### config.mk
export PLATFORM = sky130hd
export DESIGN_NAME = fetch_unit_flat
export DESIGN_NICKNAME = d
export VERILOG_FILES = /design/src/rtl/fetch_if.sv /design/src/rtl/fetch_unit.sv /design/src/flat_wrapper.sv
export SDC_FILE = /design/constraint.sdc
export NUM_CORES = 1
export LEC_CHECK = 0
export ABC_AREA = 1
export CAP_MARGIN = 20
export CORE_UTILIZATION = 50
export DETAILED_ROUTE_END_ITERATION = 12
export DONT_BUFFER_PORTS = 1
export PLACE_DENSITY = 0.67
export SLEW_MARGIN = 20
export SYNTH_ARGS = -nofsm -noshare
export SYNTH_HDL_FRONTEND = slang
export SYNTH_SLANG_ARGS = --single-unit
### constraint.sdc
create_clock -name clk -period 7.75 [get_ports clk]
set_clock_uncertainty 0.05 [all_clocks]
set_input_delay 0.775 -clock clk [delete_from_list [all_inputs] [get_ports clk]]
set_output_delay 0.775 -clock clk [all_outputs]
set_load 0.03 [all_outputs]
### src/rtl/fetch_if.sv
// Fetch stage bus bundle: instruction memory port, redirect input and the
// instruction stream to decode. Master is the fetch side, slave the environment.
interface fetch_if;
    logic        imem_req;
    logic [31:0] imem_addr;
    logic [31:0] imem_rdata;
    logic        redirect_valid;
    logic [31:0] redirect_target;
    logic        instr_valid;
    logic        instr_ready;
    logic [31:0] instr;
    logic [31:0] instr_pc;

    modport master (
        output imem_req, imem_addr, instr_valid, instr, instr_pc,
        input  imem_rdata, redirect_valid, redirect_target, instr_ready
    );

    modport slave (
        input  imem_req, imem_addr, instr_valid, instr, instr_pc,
        output imem_rdata, redirect_valid, redirect_target, instr_ready
    );
endinterface

### src/rtl/fetch_unit.sv
// Instruction fetch stage: owns the PC, reads a 1-cycle-latency imem and
// buffers words in a 2-entry FIFO feeding decode. Ports: clk, rst (sync, low), bus.
module fetch_unit #(
    parameter logic [31:0] RESET_PC = 32'h0000_0000,
    parameter logic [31:0] PC_INC   = 32'd1
) (
    input logic    clk,
    input logic    rst,
    fetch_if.master bus
);
    logic [31:0]      fetch_pc;
    logic [31:0]      inflight_pc;
    logic             inflight;
    logic [1:0][31:0] buf_pc;
    logic [1:0][31:0] buf_word;
    logic             rd_ptr;
    logic             wr_ptr;
    logic [1:0]       count;
    logic             pop;
    logic             capture;
    logic [2:0]       credit;

    assign pop = bus.instr_valid && bus.instr_ready;

    // Buffered plus in-flight words after this cycle's pop; keeping this
    // below 2 means a returning word always has a free slot.
    assign credit = {1'b0, count} + {2'b00, inflight} - {2'b00, pop};

    assign bus.imem_req = rst && !bus.redirect_valid && (credit < 3'd2);
    assign capture      = inflight && !bus.redirect_valid;

    assign bus.imem_addr   = fetch_pc;
    assign bus.instr_valid = (count != 2'd0);
    assign bus.instr       = buf_word[rd_ptr];
    assign bus.instr_pc    = buf_pc[rd_ptr];

    always_ff @(posedge clk) begin
        if (!rst) begin
            fetch_pc    <= RESET_PC;
            inflight    <= 1'b0;
            inflight_pc <= '0;
            buf_pc      <= '0;
            buf_word    <= '0;
            rd_ptr      <= 1'b0;
            wr_ptr      <= 1'b0;
            count       <= 2'd0;
        end else if (bus.redirect_valid) begin
            fetch_pc <= bus.redirect_target;
            inflight <= 1'b0;
            rd_ptr   <= 1'b0;
            wr_ptr   <= 1'b0;
            count    <= 2'd0;
        end else begin
            if (bus.imem_req) begin
                fetch_pc    <= fetch_pc + PC_INC;
                inflight    <= 1'b1;
                inflight_pc <= fetch_pc;
            end else begin
                inflight <= 1'b0;
            end

            if (capture) begin
                buf_pc[wr_ptr]   <= inflight_pc;
                buf_word[wr_ptr] <= bus.imem_rdata;
                wr_ptr           <= ~wr_ptr;
            end

            if (pop) begin
                rd_ptr <= ~rd_ptr;
            end

            unique case (1'b1)
                capture && !pop: count <= count + 2'd1;
                pop && !capture: count <= count - 2'd1;
                default:         count <= count;
            endcase
        end
    end
endmodule
### src/flat_wrapper.sv
// flat-port wrapper written by rule: the top's interface ports become plain ports
module fetch_unit_flat 
#(
    parameter logic [31:0] RESET_PC = 32'h0000_0000,
    parameter logic [31:0] PC_INC   = 32'd1
)
  (clk, rst, bus_imem_req, bus_imem_addr, bus_instr_valid, bus_instr, bus_instr_pc, bus_imem_rdata, bus_redirect_valid, bus_redirect_target, bus_instr_ready);
  fetch_if bus_i ();
  input logic clk;
  input logic rst;
  output wire logic [$bits(bus_i.imem_req)-1:0] bus_imem_req;
  output wire logic [$bits(bus_i.imem_addr)-1:0] bus_imem_addr;
  output wire logic [$bits(bus_i.instr_valid)-1:0] bus_instr_valid;
  output wire logic [$bits(bus_i.instr)-1:0] bus_instr;
  output wire logic [$bits(bus_i.instr_pc)-1:0] bus_instr_pc;
  input wire logic [$bits(bus_i.imem_rdata)-1:0] bus_imem_rdata;
  input wire logic [$bits(bus_i.redirect_valid)-1:0] bus_redirect_valid;
  input wire logic [$bits(bus_i.redirect_target)-1:0] bus_redirect_target;
  input wire logic [$bits(bus_i.instr_ready)-1:0] bus_instr_ready;
  assign bus_imem_req = bus_i.imem_req;
  assign bus_imem_addr = bus_i.imem_addr;
  assign bus_instr_valid = bus_i.instr_valid;
  assign bus_instr = bus_i.instr;
  assign bus_instr_pc = bus_i.instr_pc;
  assign bus_i.imem_rdata = bus_imem_rdata;
  assign bus_i.redirect_valid = bus_redirect_valid;
  assign bus_i.redirect_target = bus_redirect_target;
  assign bus_i.instr_ready = bus_instr_ready;
  fetch_unit #(.RESET_PC(RESET_PC), .PC_INC(PC_INC)) u_core (.clk(clk), .rst(rst), .bus(bus_i));
endmodule
# Word level (Yosys, flattened, before mapping)
# Index checks and enable logic that the tools add are counted.
word_totals:
  register_bits: 197
  latchBits: 0
  ramBits: 0
  romBits: 0
  inputBits: 68
  out_inout_bits: 98
  wordCells: 51
  memories: 0
op_classes:
  n_addsub: 5
  mul: 0
  div_mod_pow: 0
  magnitude_cmp: 4
  n_eq_ne: 0
  n_shift: 0
  mux: 12
  bitwise: 4
  n_reduce_logical: 16
op_table:
  columns: ["op", "n"]
  rows:
  - ["$mux W32", 7]
  - ["$bwmux W64", 2]
  - ["$add A32 B1 Y32 const B", 1]
  - ["$demux W32 S1", 1]
  - ["$logic_and A1 B1 Y1", 7]
  - ["$reduce_bool A2 Y1", 3]
  - ["$lt A1 B2 Y1 const B", 2]
  - ["$not A1 Y1", 4]
  - ["$pmux W2 S2", 1]
  - ["$reduce_and A2 Y1", 2]
  - ["$add A2 B1 Y3", 1]
  - ["$logic_not A1 Y1", 3]
  - ["$lt A3 B2 Y1 const B", 1]
  - ["$sub A3 B1 Y3", 1]
  - ["$add A2 B1 Y2 const B", 1]
  - ["$reduce_or A2 Y1", 1]
  - ["$sub A2 B1 Y2 const B", 1]
  - ["$ge A1 B1 Y1 const B", 1]
  - ["$mux W1", 1]

# Longest topological paths before layout
# Gate-level depths: netlist (run 1).
logic_depth:
  word_depth: 7
  ltp_mapped: 18
  depth_no_buf: 17

# Least setup slack after synthesis (run 1)
# OpenSTA, ideal clock, no wires.
synth_timing:
  kind: "in2out"
  startpoint: "input bus_instr_ready"
  endpoint: "output bus_imem_req"
  arrival_ns: 2.688
  required_ns: 6.925
  slack_ns: 4.237
  cell_stages: 11
  n_path_buf: 2
  path_cell_list: "nand2_1 > inv_1 > ha_1 > or2_2 > fa_1 > inv_1 > nor2_2 > nand2_2 > inv_2 > buf_2 > buf_2"
synth_between:
  elab_chain_cells: 4
synth_lines:
  columns: ["item", "line_no", "text"]
  rows:
  - ["start: declaration", "flat_wrapper.sv:19", "input wire logic [$bits(bus_i.instr_ready)-1:0] bus_instr_ready;"]
  - ["$logic_and A1 B1 Y1", "fetch_unit.sv:23", "assign pop = bus.instr_valid && bus.instr_ready;"]
  - ["via u_core.pop", "fetch_unit.sv:19", "logic pop;"]
  - ["$sub A3 B1 Y3", "fetch_unit.sv:27", "assign credit = {1'b0, count} + {2'b00, inflight} - {2'b00, pop};"]
  - ["$lt A3 B2 Y1", "fetch_unit.sv:29", "assign bus.imem_req = rst && !bus.redirect_valid && (credit < 3'd2);"]
  - ["$logic_and A1 B1 Y1", "fetch_unit.sv:29", null]
  - ["end: declaration", "flat_wrapper.sv:11", "output wire logic [$bits(bus_i.imem_req)-1:0] bus_imem_req;"]
# The timed path passes the listed nets, and every way through them passes these cells.

# Worst setup path in the final report (run 1)
layout_timing:
  startpoint: "register u_core.count[1]"
  endpoint: "output bus_imem_req"
layout_between:
  elab_chain_cells: 5
  elab_cells_between_ends: 6
  classes_between: "2 x add/sub; 1 x order compare; 3 x reduce/logical"
layout_lines:
  columns: ["item", "line_no", "text"]
  rows:
  - ["start: declaration", "fetch_unit.sv:18", "logic [1:0] count;"]
  - ["start signal: assignment", "fetch_unit.sv:73", "capture && !pop: count <= count + 2'd1;"]
  - ["start signal: assignment", "fetch_unit.sv:74", "pop && !capture: count <= count - 2'd1;"]
  - ["start signal: assignment", "fetch_unit.sv:75", "default: count <= count;"]
  - ["$reduce_bool A2 Y1", "fetch_unit.sv:33", "assign bus.instr_valid = (count != 2'd0);"]
  - ["via bus_instr_valid", "flat_wrapper.sv:13", "output wire logic [$bits(bus_i.instr_valid)-1:0] bus_instr_valid;"]
  - ["$logic_and A1 B1 Y1", "fetch_unit.sv:23", null]
  - ["via u_core.pop", "fetch_unit.sv:19", null]
  - ["$sub A3 B1 Y3", "fetch_unit.sv:27", null]
  - ["$lt A3 B2 Y1", "fetch_unit.sv:29", null]
  - ["$logic_and A1 B1 Y1", "fetch_unit.sv:29", null]
# The timed path passes the listed nets, and every way through them passes these cells.

==> results of run 1 <==
per-stage QoR:
stage / setup slack (ns) / total power [W] / utilization [%] / instances
floorplan: 4.24 / 0.00128 / - / 1298
global placement: 3.55 / 0.00130 / 51.0 / 1450
detailed placement: 3.48 / 0.00130 / 51.0 / 1450
CTS: 3.02 / 0.00216 / 54.3 / 1480
global route: 2.77 / 0.00223 / 54.3 / 1480
finish: 3.06 / 0.00214 / 54.3 / 1480
synth_stat cells, drive strengths merged, types with 3 or more instances:
cell      n  share of area, %
inv     144               6.1
a31oi     3              0.21
a21oi    91               5.2
nand3    51               2.9
nand2   233                10
nand3b   10              0.85
ha        3              0.43
or2       3              0.21
a211oi    9              0.77
o21ai   220                13
dfxtp   197                45
clkbuf   43               1.8
nor3     12              0.68
nand4     6              0.43
buf      36               2.2
nor2    230                10
flip-flops by register name, indices dropped and copies added, names as in the netlist:
name,cells
u_core.inflight_pc,32
u_core.buf_pc,64
u_core.wr_ptr,1
u_core.rd_ptr,1
u_core.count,2
u_core.bus.imem_addr,32
u_core.buf_word,64
u_core.inflight,1
routing by layer:
layer	up-vias	part of all wire, %	routed length (um)
met5	-	0	0
met4	0	1.9	386
met3	24	7.1	1480
met2	230	43	9010
met1	3428	48	9970
li1	4040	-	-
area by class of cell:
| cell class | count | area share (%) |
|---|---|---|
| Multi-Input combinational cell | 878 | 42.5 |
| Sequential cell | 197 | 42.2 |
| Inverter | 144 | 5.78 |
| Clock buffer | 21 | 4.92 |
| Tap cell | 225 | 3.01 |
| Clock inverter | 9 | 1.10 |
| Timing Repair Buffer | 6 | 0.482 |
worst max-delay path by stage:
stage / cells after the start / end / slack, ns
floorplan: 11 / bus_imem_req / 4.24
global placement: 13 / bus_imem_req / 3.55
detailed placement: 13 / bus_imem_req / 3.48
CTS: 13 / bus_imem_req / 3.02
global route: 13 / bus_imem_req / 2.77
finish: 13 / bus_imem_req / 3.06
worst min-delay path: stages (launching register included):
cell	delay, ns
dfxtp_1	0.30
inv_1	0.05
a21oi_1	0.05
layout by cell type, fill, tap and decap left out, types with 4 or more instances in the layout:
cell       instances
nand2_1          231
nor2_1           225
o21ai_0          213
dfxtp_1          196
inv_1            140
a21oi_1           91
nand3_1           50
clkbuf_16         17
nor3_1            12
nand3b_1          10
a211oi_1           9
o21ai_1            7
nand4_1            6
buf_4              6
inv_2              4
clkinv_2           4
power groups by stage:
stage               Combinational, W  Clock (W)  Sequential [W]
floorplan                   0.000157          0         0.00112
global placement            0.000167          0         0.00113
detailed placement          0.000170          0         0.00113
CTS                         0.000171   0.000883         0.00111
global route                0.000192   0.000922         0.00111
finish                      0.000169   0.000862         0.00111
cell families after synthesis:
kind of cell | Yosys count
flops | 197
simple gates | 545
fa+ha+maj | 4
xor+xnor | 1
buf+inv | 223
compound gates | 328
==> metrics.txt, run 1 <==
status complete, no violations; Netlist cell types 29; Post-CTS Hold Fix Bufs 0; Max Cap Viol 0; Worst Setup SP u_core.count[1]; clock root cell clkbuf_16; DRT iter0 DRCs 379; Int Pwr 0.00159 W; Setup TNS 0 ns; Placement Rows 48; Hold Fails Final Rpt 0; Slew HR 24.7%; TritonCTS clock tree built; Clock Path Buffers 2; critical path cell sequence inv_1, nand2_1, nand2_1, inv_1, ha_1, or2_2, fa_1, inv_1, nor2_2, nand2_2, buf_4, inv_2, buf_4; slowest stage delay, CP 0.52 ns; clk_lat worst skew 0.42 ns; buffers plus inverters on the worst setup path 6; RSZ-0062 raised after global routing no; final setup vio count 0; multi-input logic area 3980 um^2; clock slew at reported path FFs 0.06 ns; H-tree depth 4; final worst-path cycle share 60.5%; number of remaining DRC errors 0; Post-CTS Setup Inserts 0; Critical Path End Type primary output; met2 usage 35.4%; M3 GR Usage 5.14%; core area 17200 um^2; routed wire length 20800 um; ys async rst share 0%; Post-synth EDFFs 0; I/O pin count 166; CP top delay family buffers and inverters; Ys Warns 0; Worst R2R End u_core.bus.imem_addr[31]; estimated wirelength of the detail-placed design 13600 um; multiplexer share of the synthesized area 0%; ys flop type dfxtp_1; P_sw 0.000552 W; Die X 135 um; DRT antenna net count 0; part of the power in the clock network 40.3%; Worst Hold Depth 2; routability cong. 0.931; sequential share of the synthesized area 44.8%; Net Count, Synth 1370; arrival time at the worst endpoint 3.87 ns; Final min period 4.69 ns; post-CTS sizing 0; GR Overflow Total 0; main combinational cell family by area after synthesis simple AND/OR/NAND/NOR gates; sw frac 25.8%; layout cell share with drive strength beyond 1 3.98%; first-pass GRT wire length 33600 um; Die H 135 um; Max VDD drop 0.000156 V; GRT met1 Usage 32.0%; register bit total from synthesis 197; gr busiest metal met2; placed cell area 8790 um^2; slew at the pin with the worst max-slew slack 1.12 ns; Combinational Power Share 7.9%; # diodes 0; register-to-register setup slack 3.77 ns; Worst path slowest cell buf_4; number of port buffers 0; TritonCTS Buffers 17; area grow syn2layout 6.37%; simple-gate share of the synthesized area 25.1%; initial antenna violation count 0; CP Max Fanout 49; CP Class flop to primary output; Synth Area in Adders 0.655%; P per Cell Area 229 nW/um^2; Hold Startpoint u_core.buf_word[7]; r2r startpoint u_core.count[1]; Hold Path Sink u_core.buf_word[7]; wire length per cell 14.1 um; Leakage 3.81 nW; Hold Path Class flop to flop; Slew Viols, Final 0; WHS 0.393 ns; post-synthesis xor/xnor area fraction 0.0996%; nets 1316; sequential share of power 51.8%; DIE AREA 18100 um^2; Fmax 213 MHz; Initial DRT Pass Iterations 5; Avg Cell Area, Syn 6.77 um^2; FF-to-FF path depth 17; largest net degree at the start of global routing 159; Startpoint Class flop; via count 7722; vias in the first global route 6698; vias per cell 5.22; Critical Path RT 6.92 ns; design area 9350 um^2; Mapped Area 8790 um^2; Worst path most repeated cell inv_1; CTS sink cnt 197; Starting Density 51.0%; area fraction in compound gates after synthesis 19.1%; fill count 1769; gr usage total 23.2%; Register Area 3950 um^2; Cells after Synth 1298
Note: power is estimated with default switching activity, not from simulation.
==> inputs of run 2 (changes only) <==
--- a/config.mk
+++ b/config.mk
@@ -10,7 +10,7 @@
 export CORE_UTILIZATION = 50
 export DETAILED_ROUTE_END_ITERATION = 12
 export DONT_BUFFER_PORTS = 1
-export PLACE_DENSITY = 0.67
+export PLACE_DENSITY = 0.7
 export SLEW_MARGIN = 20
 export SYNTH_ARGS = -nofsm -noshare
 export SYNTH_HDL_FRONTEND = slang
==> constraint.sdc (replaced) <==
create_clock -name clk -period 4 [get_ports clk]
set_clock_uncertainty 0.05 [all_clocks]
set_input_delay 0.4 -clock clk [delete_from_list [all_inputs] [get_ports clk]]
set_output_delay 0.4 -clock clk [all_outputs]
set_load 0.03 [all_outputs]
==> metrics.txt, run 2 (synthesis results as in run 1) <==
number of remaining DRC errors 0 (unchanged); number of port buffers 0 (unchanged); slowest stage delay, CP 0.48 ns (-0.04 ns); post-CTS sizing 0 (unchanged); wire length per cell 14.4 um (+2.4%); WHS 0.0560 ns (-0.337 ns); final setup vio count 0 (unchanged); CP Max Fanout 57 (+16%); Slew Viols, Final 0 (unchanged); fin worst setup slack 0.493 ns (-2.56 ns); Worst path most repeated cell inv_1; Final min period 3.51 ns; initial antenna violation count 0 (unchanged); Max VDD drop 0.000299 V (+91%); core area 17200 um^2 (unchanged); DP Cell Count 1453 (+0.21%); Post-CTS Setup Inserts 0 (unchanged); Post-CTS Hold Fix Bufs 0 (unchanged); CP top delay family buffers and inverters; vias in the first global route 6757 (+0.88%); area grow syn2layout 7.66%; FF-to-FF path depth 16 (-1); Critical Path RT 3.55 ns (-3.37 ns); Hold Path Sink u_core.buf_word[15]; Worst R2R End u_core.bus.imem_addr[30]; clk_lat worst skew 0.43 ns (about the same); Initial DRT Pass Iterations 4 (-1); Slew HR 19.7% (-5.0 points); CTS sink cnt 197 (unchanged); CP Class flop to primary output; final worst-path cycle share 87.7%; DRT antenna net count 0 (unchanged); Max Cap Viol 0 (unchanged); Hold Path Class input port to flop; gr usage total 23.9% (+0.71 points); routability cong. 0.927 (-0.43%); largest net degree at the start of global routing 159 (unchanged); Hold Startpoint rst; most frequent cells in the layout nand2_1, nor2_1, o21ai_0, dfxtp_1, inv_1; Worst path slowest cell fa_1; layout cell share with drive strength beyond 1 4.45% (+0.46 points); Fmax 285 MHz; Hold Fails Final Rpt 0 (unchanged); clock root cell clkbuf_16; H-tree depth 4 (unchanged); Worst Hold Depth 2 (unchanged); TritonCTS Buffers 17 (unchanged); DRT iter0 DRCs 474 (+25%); Starting Density 51.0% (unchanged); DIE AREA 18100 um^2 (unchanged); nets 1319 (+0.23%); vias per cell 5.28 (+1.1%); Die X 135 um (unchanged); Startpoint Class flop; # diodes 0 (unchanged); Layout Cells excl Fill 1484 (+0.27%); first-pass GRT wire length 34400 um (+2.5%); dpl ws 0.873 ns (-2.61 ns); clock slew at reported path FFs 0.07 ns (about the same); routed wire length 21400 um (+2.7%); P per Cell Area 456 nW/um^2 (+99%); Critical Path End Type primary output; Placement Rows 48 (unchanged); commonest non-fill, non-tap cell in the layout nand2_1; arrival time at the worst endpoint 3.06 ns (-0.81 ns); estimated wirelength of the detail-placed design 14000 um (+2.5%); Clock Path Buffers 2 (unchanged); RSZ-0062 raised after global routing no; r2r startpoint u_core.count[1]; Die H 135 um (unchanged); leading registers by flop count u_core.buf_pc x64, u_core.buf_word x64; Setup TNS 0 ns (unchanged); I/O pin count 166 (unchanged); via count 7831 (+1.4%); slew at the pin with the worst max-slew slack 1.19 ns (+0.0746 ns); Leakage 3.86 nW (+1.1%); status complete, no violations; Final Util 54.9% (+0.65 points); TritonCTS clock tree built; fill count 1678 (-5.1%); buffers plus inverters on the worst setup path 5 (-1); critical path cell sequence inv_1, nand2_1, nand2_1, inv_1, ha_1, or2_2, fa_1, inv_1, nor2_2, nand2_2, inv_2, buf_12; GR Overflow Total 0 (unchanged); register-to-register setup slack 0.85 ns (-2.92 ns)
==> run 2: final cells by class <==
cell class	count	area (um^2)	area share, %
multi-input cells	878	3980	42.0
flip-flops and latches	197	3950	41.7
inverters	144	541	5.71
clock buffers	20	467	4.93
well taps	225	282	2.97
clock inverters	11	174	1.84
repair buffers	9	80.1	0.846
==> run 2: how the worst max path moves through the flow <==
stage | slack, ns | to | start | depth (start not counted)
final | 0.49 | bus_imem_req | u_core.count[1] | 12
after global routing | 0.29 | bus_imem_req | u_core.count[1] | 12
after CTS | 0.46 | bus_imem_req | u_core.count[1] | 12
after detailed placement | 0.87 | u_core.bus.imem_addr[30] | u_core.count[1] | 16
after global placement | 0.96 | u_core.bus.imem_addr[30] | u_core.count[1] | 16
after floorplan | 0.93 | bus_imem_req | u_core.count[1] | 13
==> run 2: routing by layer <==
| metal | up-vias | part of all wire, % | global-route usage, % |
|---|---|---|---|
| li1 | 4049 | - | - |
| met1 | 3515 | 48 | 33.0 |
| met2 | 241 | 43 | 36.4 |
| met3 | 26 | 7.2 | 5.97 |
| met4 | 0 | 1.8 | 7.99 |
| met5 | - | 0 | 0 |
==> run 2: report_power, final <==
group / total [W] / internal, W / switching (W) / leakage [nW]
Combinational: 0.000331 / 0.0000894 / 0.000241 / 1.94
Sequential: 0.00215 / 0.00204 / 0.000108 / 1.61
Clock: 0.00184 / 0.00110 / 0.000740 / 0.305
Total: 0.00432 / 0.00323 / 0.00109 / 3.86
==> run 2: stage by stage <==
| step | instance area [um^2] | total power (W) |
|---|---|---|
| 6_report | 9470 | 0.00432 |
| 2_1_floorplan | 8790 | 0.00247 |
| 3_3_place_gp | 8830 | 0.00252 |
| 4_1_cts | 9470 | 0.00436 |
| 5_1_grt | 9470 | 0.00449 |
| 3_5_place_dp | 8830 | 0.00253 |
==> inputs of run 3 (changes only) <==
--- a/config.mk
+++ b/config.mk
@@ -8,6 +8,7 @@
 export ABC_AREA = 1
 export CAP_MARGIN = 20
 export CORE_UTILIZATION = 50
+export CTS_BUF_LIST = sky130_fd_sc_hd__clkbuf_4
 export DETAILED_ROUTE_END_ITERATION = 12
 export DONT_BUFFER_PORTS = 1
 export PLACE_DENSITY = 0.7
==> metrics.txt, run 3 (synthesis results as in run 1) <==
TritonCTS Buffers 17 (unchanged); clock root cell clkbuf_4; DRT iter0 DRCs 499 (+5.3%); first-pass GRT wire length 35500 um (+3.2%); gr busiest metal met2; Starting Density 51.0% (unchanged); CP Class flop to primary output; fin worst setup slack 0.340 ns (-0.153 ns); Leakage 3.91 nW (+1.4%); area grow syn2layout 9.53%; routability cong. 0.927 (unchanged); estimated wirelength of the detail-placed design 14000 um (unchanged); post-CTS sizing 0 (unchanged); slowest stage delay, CP 0.48 ns (about the same); Critical Path End Type primary output; Placement Rows 48 (unchanged); placed cell area 8830 um^2 (unchanged); status complete, no violations; Worst path slowest cell fa_1; met2 usage 38.1% (+1.8 points); arrival time at the worst endpoint 3.21 ns (+0.15 ns); Slew HR 19.9% (+0.28 points); number of remaining DRC errors 0 (unchanged); vias in the first global route 7022 (+3.9%); vias per cell 5.24 (-0.64%); routed wire length 22000 um (+3.0%); CP Max Fanout 57 (unchanged); CP top delay family buffers and inverters; critical path cell sequence inv_1, nand2_1, nand2_1, inv_1, ha_1, or2_2, fa_1, inv_1, nor2_2, nand2_2, inv_2, buf_12; Die X 135 um (unchanged); Post-CTS Hold Fix Bufs 47 (+47); commonest non-fill, non-tap cell in the layout nand2_1; slew at the pin with the worst max-slew slack 1.19 ns (-0.00410 ns); clk_lat worst skew 0.56 ns (+0.13 ns); wire length per cell 14.4 um (-0.32%); Post-CTS Setup Inserts 0 (unchanged); leading registers by flop count u_core.buf_pc x64, u_core.buf_word x64; Final min period 3.66 ns (+0.153 ns); GR Overflow Total 0 (unchanged); Critical Path RT 3.55 ns (about the same); Startpoint Class flop; Hold Fails Final Rpt 0 (unchanged); Fmax 273 MHz (-4.2%); final setup vio count 0 (unchanged); TritonCTS clock tree built; GRT met1 Usage 33.9% (+0.92 points); via count 8038 (+2.6%); dpl ws 0.873 ns (unchanged); most frequent cells in the layout nand2_1, nor2_1, o21ai_0, dfxtp_1, inv_1; fill count 1671 (-0.42%); RSZ-0062 raised after global routing no; M3 GR Usage 5.41% (-0.56 points); Final Util 55.9% (+0.96 points); Total Power 0.00369 W (-14%); Hold Path Class input port to flop; clock slew at reported path FFs 0.15 ns (+0.08 ns); number of port buffers 0 (unchanged); multi-input logic area 3980 um^2 (unchanged); Die H 135 um (unchanged); initial antenna violation count 1 (+1); Clock Path Buffers 2 (unchanged); H-tree depth 4 (unchanged); buffers plus inverters on the worst setup path 5 (unchanged); Setup TNS 0 ns (unchanged); design area 9630 um^2 (+1.7%); Register Area 3950 um^2 (unchanged); Worst path most repeated cell inv_1; CTS sink cnt 197 (unchanged); Initial DRT Pass Iterations 5 (+1); core area 17200 um^2 (unchanged); I/O pin count 166 (unchanged); Slew Viols, Final 0 (unchanged); nets 1366 (+3.6%); P per Cell Area 383 nW/um^2 (-16%); Max VDD drop 0.000169 V (-44%); Max Cap Viol 0 (unchanged); DRT antenna net count 0 (unchanged); layout cell share with drive strength beyond 1 4.13% (-0.31 points); final worst-path cycle share 91.5% (+3.8 points); gr usage total 24.5% (+0.64 points); largest net degree at the start of global routing 158 (-0.63%); DIE AREA 18100 um^2 (unchanged)
run 3: worst paths after layout:
check,cells after the start,slack (ns),startpoint,endpoint
setup / recovery,12,0.34,u_core.count[1],bus_imem_req
hold / removal,4,0.04,bus_redirect_target[13],u_core.bus.imem_addr[13]
setup reg to reg,17,0.65,u_core.count[1],u_core.bus.imem_addr[3]
hold reg to reg,2,0.41,u_core.buf_pc[25],u_core.buf_pc[25]
run 3: routing by layer:
layer / up-vias / share of wire, %
met3: 26 / 6.0
li1: 4149 / -
met2: 231 / 44
met1: 3632 / 49
met5: - / 0
met4: 0 / 1.8
run 3: cell type report:
class                   instances  area share [%]
inverters                     144            5.61
flip-flops and latches        197            41.0
clock inverters                14            1.92
multi-input cells             878            41.3
well taps                     225            2.92
diodes                          2          0.0520
clock buffers                  17            1.33
repair buffers                 56            5.90
run 3: where the power goes:
| group | switching (W) | internal (W) | total (W) |
|---|---|---|---|
| Combinational | 0.000276 | 0.000122 | 0.000397 |
| Clock | 0.000656 | 0.000489 | 0.00115 |
| Sequential | 0.000108 | 0.00204 | 0.00215 |
run 3: worst register-to-register path, delay by kind of cell (launching register included):
kind                     cells  cell delay [ns]
buffers and inverters        6             1.08
AND/OR/NAND/NOR              9             1.03
adder cells (fa/ha/maj)      2             0.70
flip-flops                   1             0.42
run 3: metrics by stage:
| stage | instances | hold slack [ns] |
|---|---|---|
| 2_1_floorplan | 1298 | 0.374 |
| 3_3_place_gp | 1453 | 0.380 |
| 3_5_place_dp | 1453 | 0.386 |
| 4_1_cts | 1531 | 0.00295 |
| 5_1_grt | 1532 | 0.0232 |
| 6_report | 1533 | 0.0385 |
